### src/rtl/alu_pkg.sv
// Shared definitions for the ALU sequencer: opcodes,
// instruction field positions and FSM state encoding.
package alu_pkg;

  localparam logic [1:0] OP_ADD = 2'b00;
  localparam logic [1:0] OP_SUB = 2'b01;
  localparam logic [1:0] OP_AND = 2'b10;
  localparam logic [1:0] OP_NOT = 2'b11;

  localparam int OP_LSB   = 6;
  localparam int DST_LSB  = 4;
  localparam int SRCA_LSB = 2;
  localparam int SRCB_LSB = 0;

  typedef enum logic [2:0] {
    S_IDLE,
    S_ISSUE,
    S_WAIT,
    S_CAPTURE,
    S_FINISH
  } state_t;

endpackage

### src/rtl/alu_sequencer.sv
// Initiator for a registered ALU: runs a short stored
// program over a 4-entry register file, one op per 3 cycles.
module alu_sequencer
  import alu_pkg::*;
#(
  parameter int WIDTH = 8,
  parameter int DEPTH = 16,
  parameter int NREGS = 4,
  localparam int AW = $clog2(DEPTH)
) (
  input  logic             CLK,
  input  logic             RST,
  input  logic             PROG_WE,
  input  logic [AW-1:0]    PROG_ADDR,
  input  logic [7:0]       PROG_DATA,
  input  logic             REG_WE,
  input  logic [1:0]       REG_ADDR,
  input  logic [WIDTH-1:0] REG_DATA,
  output logic [WIDTH-1:0] REG_RDATA,
  input  logic             START,
  input  logic [AW:0]      LEN,
  output logic             BUSY,
  output logic             DONE,
  output logic [1:0]       ALU_OPCODE,
  output logic [WIDTH-1:0] ALU_A,
  output logic [WIDTH-1:0] ALU_B,
  input  logic [WIDTH-1:0] ALU_Y
);

  state_t state, state_n;

  logic [7:0]       prog [DEPTH];
  logic [WIDTH-1:0] regs [NREGS];
  logic [AW:0]      pc, len, pc_inc, len_clamp;
  logic [7:0]       ir;

  assign ir        = prog[pc[AW-1:0]];
  assign pc_inc    = pc + 1'b1;
  assign len_clamp = (LEN > (AW+1)'(DEPTH)) ?
                     (AW+1)'(DEPTH) : LEN;

  assign BUSY      = (state == S_ISSUE) ||
                     (state == S_WAIT)  ||
                     (state == S_CAPTURE);
  assign DONE      = (state == S_FINISH);
  assign REG_RDATA = regs[REG_ADDR];

  always_ff @(posedge CLK) begin
    if (RST) state <= S_IDLE;
    else     state <= state_n;
  end

  always_comb begin
    state_n = state;
    unique case (state)
      S_IDLE:
        if (START)
          state_n = (LEN == '0) ? S_FINISH : S_ISSUE;
      S_ISSUE:   state_n = S_WAIT;
      S_WAIT:    state_n = S_CAPTURE;
      S_CAPTURE:
        state_n = (pc_inc == len) ? S_FINISH : S_ISSUE;
      S_FINISH:  state_n = S_IDLE;
      default:   state_n = S_IDLE;
    endcase
  end

  // Program memory survives reset on purpose.
  always_ff @(posedge CLK) begin
    if (PROG_WE && !BUSY)
      prog[PROG_ADDR] <= PROG_DATA;
  end

  always_ff @(posedge CLK) begin
    if (RST) begin
      pc         <= '0;
      len        <= '0;
      ALU_OPCODE <= OP_ADD;
      ALU_A      <= '0;
      ALU_B      <= '0;
      for (int i = 0; i < NREGS; i++)
        regs[i] <= '0;
    end else begin
      if (state == S_IDLE && START) begin
        pc  <= '0;
        len <= len_clamp;
      end
      if (state == S_ISSUE) begin
        ALU_OPCODE <= ir[OP_LSB +: 2];
        ALU_A      <= regs[ir[SRCA_LSB +: 2]];
        ALU_B      <= regs[ir[SRCB_LSB +: 2]];
      end
      if (state == S_CAPTURE) begin
        regs[ir[DST_LSB +: 2]] <= ALU_Y;
        pc                     <= pc_inc;
      end
      if (REG_WE && !BUSY)
        regs[REG_ADDR] <= REG_DATA;
    end
  end

endmodule

### config.mk
export PLATFORM = sky130hd
export DESIGN_NAME = alu_sequencer
export DESIGN_NICKNAME = d
export VERILOG_FILES = /design/src/rtl/alu_pkg.sv /design/src/rtl/alu_sequencer.sv
export SDC_FILE = /design/constraint.sdc
export NUM_CORES = 1
export LEC_CHECK = 0
export CORE_AREA = 2 2 124 126
export CTS_CLUSTER_SIZE = 28
export DETAILED_ROUTE_END_ITERATION = 8
export DIE_AREA = 0 0 126 128
export PLACE_DENSITY = 0.86
export SETUP_SLACK_MARGIN = 0.1
export SLEW_MARGIN = 5
export SYNTH_ARGS = -nofsm -noshare
export SYNTH_HDL_FRONTEND = slang
export SYNTH_SLANG_ARGS = --single-unit
### constraint.sdc
create_clock -name CLK -period 3.7 [get_ports CLK]
set_input_delay 0.37 -clock CLK [delete_from_list [all_inputs] [get_ports CLK]]
set_output_delay 0.37 -clock CLK [all_outputs]
set_load 0.005 [all_outputs]
; Word level (Yosys, flattened, before mapping)
; Memory sizes are Yosys's and may differ from the RTL's. A register that Yosys moved wholly into a read port is not among the register bits.
; Cells that the tools add are included.
[op_classes]
add_sub_neg = 1
magnitude_cmp = 1
n_eq_ne = 6
muxes = 25
reduce_logical = 11
[ops]
columns = op, count
row1 = two-way mux 8 bit, 2
row2 = OR reduction 8 bit, 2
row3 = two-way mux 5 bit, 3
row4 = two-way mux 1 bit, 12
row5 = case mux 3 bit (4 select lines), 1
row6 = two-way mux 3 bit, 3
row7 = two-way mux 4 bit, 2
row8 = "== test 3 x 2 -> 1 bit, second input constant", 2
row9 = "adder 5 x 1 -> 5 bit, second input constant", 1
row10 = == test 5 bit, 1
row11 = "greater-than comparator 5 bit, second input constant", 1
row12 = zero test 5 bit, 1
row13 = two-way mux 2 bit, 2
row14 = "== test 3 x 1 -> 1 bit, second input constant", 1
row15 = "== test 3 bit, second input constant", 1
row16 = logical AND 1 bit, 3
row17 = zero test 3 bit, 1
row18 = logical OR 1 bit, 2
row19 = "!= test 2 bit, second input constant", 1
row20 = nonzero test 2 bit, 1
row21 = zero test 1 bit, 1
[totals]
ff_bits = 15
ram_bits = 160
output_inout_bits = 28
wordCells = 50
memories = 2
[memory_table]
columns = memory, depth, width, rd, rd_ports_with_merged_regs, write_ports, line
row1 = prog, 16, 8, 1, 1, 1, alu_sequencer.sv:32  ; logic [7:0] prog [DEPTH];
row2 = regs, 4, 8, 3, 2, 4, alu_sequencer.sv:33  ; logic [WIDTH-1:0] regs [NREGS];

; Logic depth before layout (Yosys ltp)
[logic_depth]
ltp_word = 10
depth_mapped = 11

; Worst setup path after synthesis
; OpenSTA, ideal clock, no wires.
[synth_timing]
path_type = register to register
startpoint = reg state[1]
endpoint = mem regs[3][0], enable pin
setup_time_ns = 0.388
arrival_ns = 2.203
path_slack_ns = 1.109
stages_incl_launch_ff = 8
period_less_slack_ns = 2.591
path_cell_list = dfxtp_1 clkbuf_1 nor2_1 or2_2 clkbuf_1 and3_1 clkbuf_1 a221oi_1
[synth_rtl]
columns = element, line
row1 = start: declaration, alu_sequencer.sv:30  ; state_t state, state_n;
row2 = start signal: assignment, alu_sequencer.sv:50  ; else state <= state_n;
row3 = end: declaration, alu_sequencer.sv:33

==> impl_metrics.env <==
export IMPL_crit_path_max_fanout=42
export IMPL_p_per_area_nw_per_um2=503
export IMPL_grtUsageTotal_pct=23.7
export IMPL_routabilityCongestion=0.853
export IMPL_critPathRequiredTime_ns=3.79
export IMPL_p_int_w=0.00382
export IMPL_min_to="ALU_A[6]"
export IMPL_fin_crit_ns=3.24
export IMPL_p_comb_share_pct=9.3
export IMPL_grt_util_met1_pct=29.7
export IMPL_synth_cell_types=55
export IMPL_reg2reg_setup_slack_ns=0.46
export IMPL_p_seq_share_pct=51.0
export IMPL_h_tree_depth=4
export IMPL_wl_per_cell_um=22.8
export IMPL_fin_setup_tns_ns=0
export IMPL_crit_type="reg -> reg"
export IMPL_grt_pass1_wl_um=28600
export IMPL_seq_area_frac_synth_pct=65.5
export IMPL_drtIter0Drc=518
export IMPL_hold_viol=0
export IMPL_outcome="finished clean"
export IMPL_final_layout_size_suffix_gt1_share_pct=12.9
export IMPL_clockRootBuffer="clkbuf_16"
export IMPL_multi_input_area_um2=2660
export IMPL_synth_top_family_by_area="multiplexers"
export IMPL_worstHoldPathType="reg -> reg"
export IMPL_arrival_ns=3.33
export IMPL_setup_violations=0
export IMPL_ff2ff_path_depth=5
export IMPL_synth_seq_cells=195
export IMPL_clockPowerShare_pct=39.7
export IMPL_gr_total_overflow=0
export IMPL_initial_core_util_pct=56.6
export IMPL_area_growth_pct=16.8
export IMPL_dpl_cell_area_um2=9190
export IMPL_hold_buffers=0
export IMPL_drv_slew=0
export IMPL_fp_dieW_um=126
export IMPL_clockBufferDepth=2
export IMPL_slowest_stage="dfxtp_2"
export IMPL_grt_use_met2_pct=40.7
export IMPL_dr_pass1_iters=5
export IMPL_clock_skew_ns=0.0105
export IMPL_cpPeakStageDelay_ns=1.05
export IMPL_r2r_end="regs[2][0]"
export IMPL_die_area_um2=16100
export IMPL_start_kind="flop"
export IMPL_max_cap_violations=0
export IMPL_path_clk_slew_ns=0.07
export IMPL_die_h_um=128
export IMPL_synth_simple_gate_area_share_pct=7.99
export IMPL_synth_fa_ha_area_share_pct=0.149
export IMPL_diodes=0
export IMPL_netlist_area_um2=8410
export IMPL_min_period_over_period_pct=87.5
export IMPL_dp_final_hpwl_um=12400
export IMPL_vias_per_cell=6.31
export IMPL_grt_max_degree=43
export IMPL_synth_compound_area_share_pct=5.88
export IMPL_switching_share_pct=22.7
export IMPL_cts_sinks=195
export IMPL_crit_chain="mux2i_1 > mux4_2 > mux2_2 > o32ai_2 > nand2b_1"
export IMPL_tritoncts="done"
export IMPL_drt_antenna_violating_nets=0
export IMPL_irDropWorstVdd_mv=0.389
export IMPL_rsz0062_at_grt="false"
export IMPL_n_fill_cell=1021
export IMPL_coreArea_um2=14900
export IMPL_worstHoldStart="ALU_A[6]"
export IMPL_seq_area_um2=5510
export IMPL_drc=0
export IMPL_endpoint_kind="flop"
export IMPL_worstMarginPinSlew_ns=1.10
export IMPL_muxShareOfSynthArea_pct=17.0
export IMPL_std_cell_rows=45
export IMPL_hold_depth=2
export IMPL_design_area_um2=9820
export IMPL_clkLatencyLatePin_ns=0.43
export IMPL_netlist_instances=538
export IMPL_drt_total_wl_um=18400
export IMPL_numPortBuffers=67
export IMPL_synth_edf_count=160
export IMPL_use_met3_pct=4.72
export IMPL_cts_setup_buffers=0
export IMPL_avgSynthCellArea_um2=15.6
export IMPL_p_leak_nw=3.26
export IMPL_synthFlopType="edfxtp_1"
export IMPL_switchingPower_w=0.00112
export IMPL_slew_headroom_pct=26.3
export IMPL_io_pins=68
export IMPL_grt_pass1_vias=5203
export IMPL_cts_buffers=17
export IMPL_yosys_warnings=0
export IMPL_grt_antenna_before_repair=0
export IMPL_nets=647
export IMPL_grt_busiest_layer="met2"
export IMPL_async_flop_share_pct=0
export IMPL_post_cts_resized=0
export IMPL_synth_fp_nets=579
export IMPL_vias=5096
export IMPL_synth_xor_area_share_pct=0.625
export IMPL_fmax_mhz=309
==> layer usage <==
| metal | share of wire [%] | up-vias |
|---|---|---|
| met4 | 2.7 | 0 |
| li1 | - | 2238 |
| met3 | 7.2 | 42 |
| met1 | 39 | 2536 |
| met2 | 51 | 280 |
| met5 | 0 | - |
==> sequential cells by signal (all words and copies together) (netlist names), named ones only <==
signal	flops
pc	5
prog	128
ALU_OPCODE	2
len	5
ALU_B	8
ALU_A	8
state	3
regs	32
==> power groups by stage <==
| stage | clock network, W | logic, W | registers (W) |
|---|---|---|---|
| floorplan | 0 | 0.000271 | 0.00254 |
| global placement | 0 | 0.000431 | 0.00256 |
| CTS | 0.00197 | 0.000455 | 0.00252 |
| finish | 0.00196 | 0.000457 | 0.00252 |
| global route | 0.00206 | 0.000494 | 0.00253 |
| detailed placement | 0 | 0.000451 | 0.00257 |
==> critical path, delay by kind of cell, from the launching register on <==
kind	cells	cell delay (ns)
flip-flops	1	1.05
AO/OA/AOI/OAI	1	0.32
AND/OR/NAND/NOR	1	0.43
multiplexers	3	1.09
==> area by class of cell <==
cell class	instances	area share (%)
multi-input cells	303	27.1
inverters	13	0.497
clock inverters	14	2.04
clock buffers	18	4.37
well taps	188	2.39
repair buffers	76	7.51
flip-flops and latches	195	56.1
==> logic make-up (layout without fill, tap and decap cells) <==
family / Yosys count / in the layout
buf+inv: 40 / 121
simple gates: 139 / 139
flops: 195 / 195
compound gates: 61 / 61
fa+ha+maj: 1 / 1
xor+xnor: 6 / 6
mux: 96 / 96
==> how the worst max path moves through the flow <==
stage	startpoint	to	slack (ns)	cells past startpoint
2_1_floorplan	state[1]	regs[3][0]	1.11	7
3_3_place_gp	flop	regs[0][0]	0.64	6
3_5_place_dp	flop	regs[1][5]	0.53	5
4_1_cts	flop	regs[0][2]	0.48	6
5_1_grt	flop	regs[0][1]	0.21	6
6_report	flop	regs[2][0]	0.46	5
==> synthesized netlist by cell type, types with 2 or more instances <==
cell | instances | area, um2
buf_8 | 2 | 30.0
xnor2_1 | 4 | 35.0
a22oi_1 | 2 | 15.0
nand2_1 | 35 | 131
dfxtp_1 | 35 | 701
mux4_1 | 9 | 236
o21ai_0 | 4 | 20.0
inv_1 | 13 | 48.8
and2_1 | 18 | 113
clkbuf_1 | 11 | 41.3
nand3b_1 | 6 | 45.0
xor2_1 | 2 | 17.5
mux2_2 | 5 | 56.3
o32a_1 | 2 | 20.0
nor3_1 | 14 | 70.1
a221oi_1 | 2 | 17.5
edfxtp_1 | 160 | 4800
o221ai_1 | 16 | 140
nor2b_1 | 2 | 12.5
buf_6 | 6 | 67.6
nor2_1 | 40 | 150
buf_2 | 2 | 10.0
or3_1 | 3 | 18.8
a21oi_1 | 15 | 75.1
a22o_1 | 8 | 70.1
or2_2 | 2 | 12.5
nand2b_1 | 6 | 37.5
mux4_2 | 25 | 563
a21o_1 | 2 | 15.0
mux2i_1 | 56 | 561
buf_1 | 2 | 7.51
buf_4 | 2 | 15.0
nand3_1 | 5 | 25.0
==> cells in the final DEF (no fill, tap or decap), types with 3 or more instances in the layout <==
cell | netlist | layout
inv_6 | 0 | 4
mux2_2 | 5 | 5
or3_1 | 3 | 3
mux4_2 | 25 | 25
mux2i_1 | 56 | 56
inv_1 | 13 | 13
o221ai_1 | 16 | 16
nand2b_1 | 6 | 6
and2_1 | 18 | 18
a22o_1 | 8 | 8
dfxtp_1 | 35 | 33
bufinv_16 | 0 | 4
nor2_1 | 40 | 40
edfxtp_1 | 160 | 160
buf_4 | 2 | 9
nor3_1 | 14 | 13
nand2_1 | 35 | 35
a21oi_1 | 15 | 15
nand3b_1 | 6 | 6
mux4_1 | 9 | 9
o21ai_0 | 4 | 4
clkbuf_16 | 0 | 17
clkdlybuf4s50_1 | 0 | 67
xnor2_1 | 4 | 4
nand3_1 | 5 | 5
==> metrics by stage <==
| stage | std cells | setup slack, ns | hold WS, ns | utilization, % | power, W |
|---|---|---|---|---|---|
| floorplan | 538 | 1.11 | 0.444 | - | 0.00281 |
| global placement | 775 | 0.642 | 0.448 | 61.9 | 0.00299 |
| detailed placement | 775 | 0.529 | 0.461 | 61.9 | 0.00302 |
| CTS | 807 | 0.479 | 0.483 | 66.1 | 0.00494 |
| global route | 807 | 0.207 | 0.503 | 66.1 | 0.00508 |
| finish | 807 | 0.462 | 0.478 | 66.1 | 0.00494 |
(Power assumes the default switching activity.)
